[src/rtl/not_gate.sv]
// Bitwise inverter with a registered shadow copy, a per-bit change
// strobe and a saturating toggle counter.
module not_gate #(
  parameter int WIDTH = 1,
  parameter int CNT_W = 16
) (
  input  logic [WIDTH-1:0] a,
  output logic [WIDTH-1:0] y,
  input  logic             clk,
  input  logic             rst_n,
  input  logic             en,
  input  logic             cnt_clr,
  output logic [WIDTH-1:0] y_q,
  output logic [WIDTH-1:0] a_chg,
  output logic [CNT_W-1:0] toggle_cnt
);

  logic [WIDTH-1:0] r_y_q;
  logic [WIDTH-1:0] r_a_prev;
  logic [WIDTH-1:0] r_a_chg;
  logic [CNT_W-1:0] r_cnt;
  logic [WIDTH-1:0] w_diff;
  logic             w_any;
  logic             w_sat;

  assign y      = ~a;
  assign w_diff = a ^ r_a_prev;
  assign w_any  = |w_diff;
  assign w_sat  = &r_cnt;

  always_ff @(posedge clk) begin
    if (!rst_n) begin
      r_y_q    <= '1;
      r_a_prev <= '0;
      r_a_chg  <= '0;
    end else if (en) begin
      r_y_q    <= ~a;
      r_a_prev <= a;
      r_a_chg  <= w_diff;
    end else begin
      r_a_chg  <= '0;
    end
  end

  // clear wins over a same-edge change; counter never wraps
  always_ff @(posedge clk) begin
    if (!rst_n) begin
      r_cnt <= '0;
    end else if (cnt_clr) begin
      r_cnt <= '0;
    end else if (en && w_any && !w_sat) begin
      r_cnt <= r_cnt + 1'b1;
    end
  end

  assign y_q        = r_y_q;
  assign a_chg      = r_a_chg;
  assign toggle_cnt = r_cnt;

endmodule

[config.mk]
export PLATFORM = sky130hd
export DESIGN_NAME = not_gate
export DESIGN_NICKNAME = d
export VERILOG_FILES = /design/src/rtl/not_gate.sv
export SDC_FILE = /design/constraint.sdc
export NUM_CORES = 1
export LEC_CHECK = 0
export CAP_MARGIN = 20
export CORE_UTILIZATION = 43
export DETAILED_ROUTE_END_ITERATION = 6
export PLACE_DENSITY = 0.74
export SLEW_MARGIN = 40
export SYNTH_ARGS = -nofsm -noshare
export SYNTH_HDL_FRONTEND = slang
export SYNTH_SLANG_ARGS = --single-unit
[constraint.sdc]
create_clock -name clk -period 1.7 [get_ports clk]
set_input_delay 0.17 -clock clk [delete_from_list [all_inputs] [get_ports clk]]
set_output_delay 0.17 -clock clk [all_outputs]
set_load 0.02 [all_outputs]
==> results of run 1 <==
worst paths after layout:
kind                               startpoint        endpoint  slack [ns]  cells past startpoint
worst max-delay path            toggle_cnt[4]  toggle_cnt[13]      -0.007                      4
worst min-delay path                    rst_n             y_q        0.45                      2
worst max register to register  toggle_cnt[4]  toggle_cnt[13]      -0.007                      4
worst min register to register            y_q             y_q        0.51                      2
Yosys cell counts (all sizes together), types with 2 or more instances:
library cell	instances
nand2b	2
clkbuf	2
nand3	10
a21oi	11
nand2	10
mux2i	2
or3	2
nor4	4
nand4	5
o31ai	6
o21ai	6
o41ai	2
and3	3
inv	6
nor2	3
dfxtp	19
or4	8
logic make-up after synthesis:
kind of cell | count (synthesis) | synth area share (%)
mux | 2 | 2.057
buf+inv | 9 | 3.599
simple gates | 52 | 31.88
compound gates | 31 | 20.31
xor+xnor | 2 | 1.800
flops | 19 | 39.07
fa+ha+maj | 1 | 1.285
registers in the layout, summed over array words and instances, names as in the netlist:
register    count
y_q             1
toggle_cnt     16
a_chg           1
r_a_prev        1
area by class of cell:
| class | count | area (um^2) |
|---|---|---|
| clock buffer | 3 | 22.52 |
| clock inverter | 1 | 5.005 |
| fill | 177 | 518.0 |
| inverter | 6 | 22.52 |
| multi-input combinational | 88 | 613.1 |
| sequential | 19 | 409.1 |
| tap | 27 | 33.78 |
| timing repair buffer | 48 | 417.9 |
per-stage QoR:
stage                     setup WS [ns]  util, %  instances  area (um^2)   TNS (ns)
after floorplan                -0.02795        -        116         1003   -0.02795
after global placement          -0.2474    70.28        187         1435     -2.724
after detailed placement        -0.2996    70.28        187         1435     -3.358
after CTS                       0.01276    72.98        192         1490          0
after global routing           -0.04109    74.63        192         1524   -0.09979
final                         -0.007320    74.63        192         1524  -0.007320
what timing repair did:
action                     in CTS  in global routing
resized for setup               4                  8
cloned                          0                  0
pin swaps                       3                  2
setup endpoints to repair       1                 10
buffers inserted                1                  0
where the power goes:
group / switching [mW] / internal, mW
Sequential: 0.00463 / 0.440
Clock: 0.154 / 0.0877
Combinational: 0.0395 / 0.0409
worst max-delay path, stage by stage (launching register included):
cell     delay (ns)
dfxtp_4        0.38
nand3_4        0.08
or4_4          0.57
or4_1          0.48
a21oi_1        0.14
placed cells by master, fill, tap and decap left out, drive strengths merged, types with 2 or more instances in the layout:
cell type / instances
dfxtp: 19
nor4: 4
or3: 2
nand2: 10
inv: 6
buf: 25
o31ai: 6
nor2: 3
clkbuf: 3
and3: 3
o21ai: 6
clkdlybuf4s50: 23
or4: 8
a21oi: 11
nand3: 10
o41ai: 2
nand4: 5
mux2i: 2
nand2b: 2
layer usage:
| layer | vias to the layer above | GRT usage (%) | wire, um |
|---|---|---|---|
| met3 | 9 | 3.395 | 97 |
| met4 | 0 | 9.048 | 56 |
| met5 | - | 0 | 0 |
| li1 | 545 | - | - |
| met1 | 516 | 29.41 | 1354 |
| met2 | 32 | 38.29 | 1266 |
==> flow_summary.yaml, run 1 <==
cts:
  ctsRootBufferMaster: "clkbuf_4"
  cts_made_buffers: 3
  clk-insertion-delay-late_ns: 0.31
  cts_hold_buffers: 0
  cts.sinks: 19
  cts_tree: "done"
  htreeDepth: 1
  max-clock-path-buffers: 2
  path_clk_slew_ns: 0.13
final_layout:
  num_antenna_cells: 0
  fin_nets: 172
  syn2layout_area_growth_pct: 56.56
  layout-drive-gt1-share_pct: 30.91
setup_path:
  setup.worst_path.end_class: "flip-flop"
  crit_required_ns: 1.95
  cp_max_fo: 4
  path_class: "reg -> reg"
  startpoint_type: "flip-flop"
  critPathArrivalTime_ns: 1.96
run:
  maxCapViolations: 0
pwr:
  leakagePower_nw: 0.5127
  p_total_mw: 0.7663
  ir_worst_vdd_v: 0.0004947
  pwr_density_cell_nw_per_um2: 502.9
die:
  ios: 24
  rows: 16
  die_w_um: 49.58
  die-area_um2: 2458
  coreArea_um2: 2042
  chipHeight_um: 49.58
  start_util_pct: 47.67
place:
  gp_congestion: 0.8527
  dp_hpwl_um: 2044
  port_buffers: 23
timing:
  slew_headroom_pct: 70.11
  rsz0062_at_grt: "yes"
  fmax_mhz: 585.7
  hold_violations: 0
  finalCriticalPeriod_ns: 1.707
  tightestPinTransition_ns: 0.4443
  holdWs_ns: 0.4533
  setup_violations: 1
  fin_crit_sh_pct: 100.4
  fin_skew_ns: 0.01352
  maxSlewViolCount: 0
  fin_ws_ns: -0.007320
synth:
  syn_avg_cell_area_um2: 8.392
  synthFlopType: "dfxtp_1"
  synthCells: 116
  synth-edff-count: 0
  yosysTopAreaCell: "dfxtp_1"
  async_reset_ff_share_pct: 0
  syn_nets: 122
  yosysSeqAreaShare_pct: 39.07
  yosys_warnings: 0
  synth_top_cell_area_share_pct: 39.07
  ys_types: 36
  synth_area_um2: 973.4
  ys_top_cells_by_area: "dfxtp_1 (39%), a21oi_1 (5.7%), or4_1 (5.4%)"
  synth-seq-cells: 19
routing:
  drt_first_pass_iters: 4
  vias: 1102
  wl_per_cell_um: 14.45
  viasPerCell: 5.740
  ant_nets: 0
  drc: 0
  drt_iter0_drc: 20
  wl_um: 2775
global_routing:
  grt_pass1_vias: 1057
  grt_pass1_wl_um: 4429
  track_usage_pct: 22.95
  overflow: 0
  grt_max_degree: 12
  antenna_found_initial: 0
worst_hold_path:
  hold_class: "in -> reg"
outcome:
  outcome: "complete, but fails checks"
  violations: "setup timing"
Note: power is estimated with default switching activity, not from simulation.
==> run 2: changes to the inputs <==
--- a/config.mk
+++ b/config.mk
@@ -5,7 +5,6 @@
 export SDC_FILE = /design/constraint.sdc
 export NUM_CORES = 1
 export LEC_CHECK = 0
-export CAP_MARGIN = 20
 export CORE_UTILIZATION = 43
 export DETAILED_ROUTE_END_ITERATION = 6
 export PLACE_DENSITY = 0.74
==> results of run 2 <==
No change in the layout: final DEF, timing and power equal those of run 1.
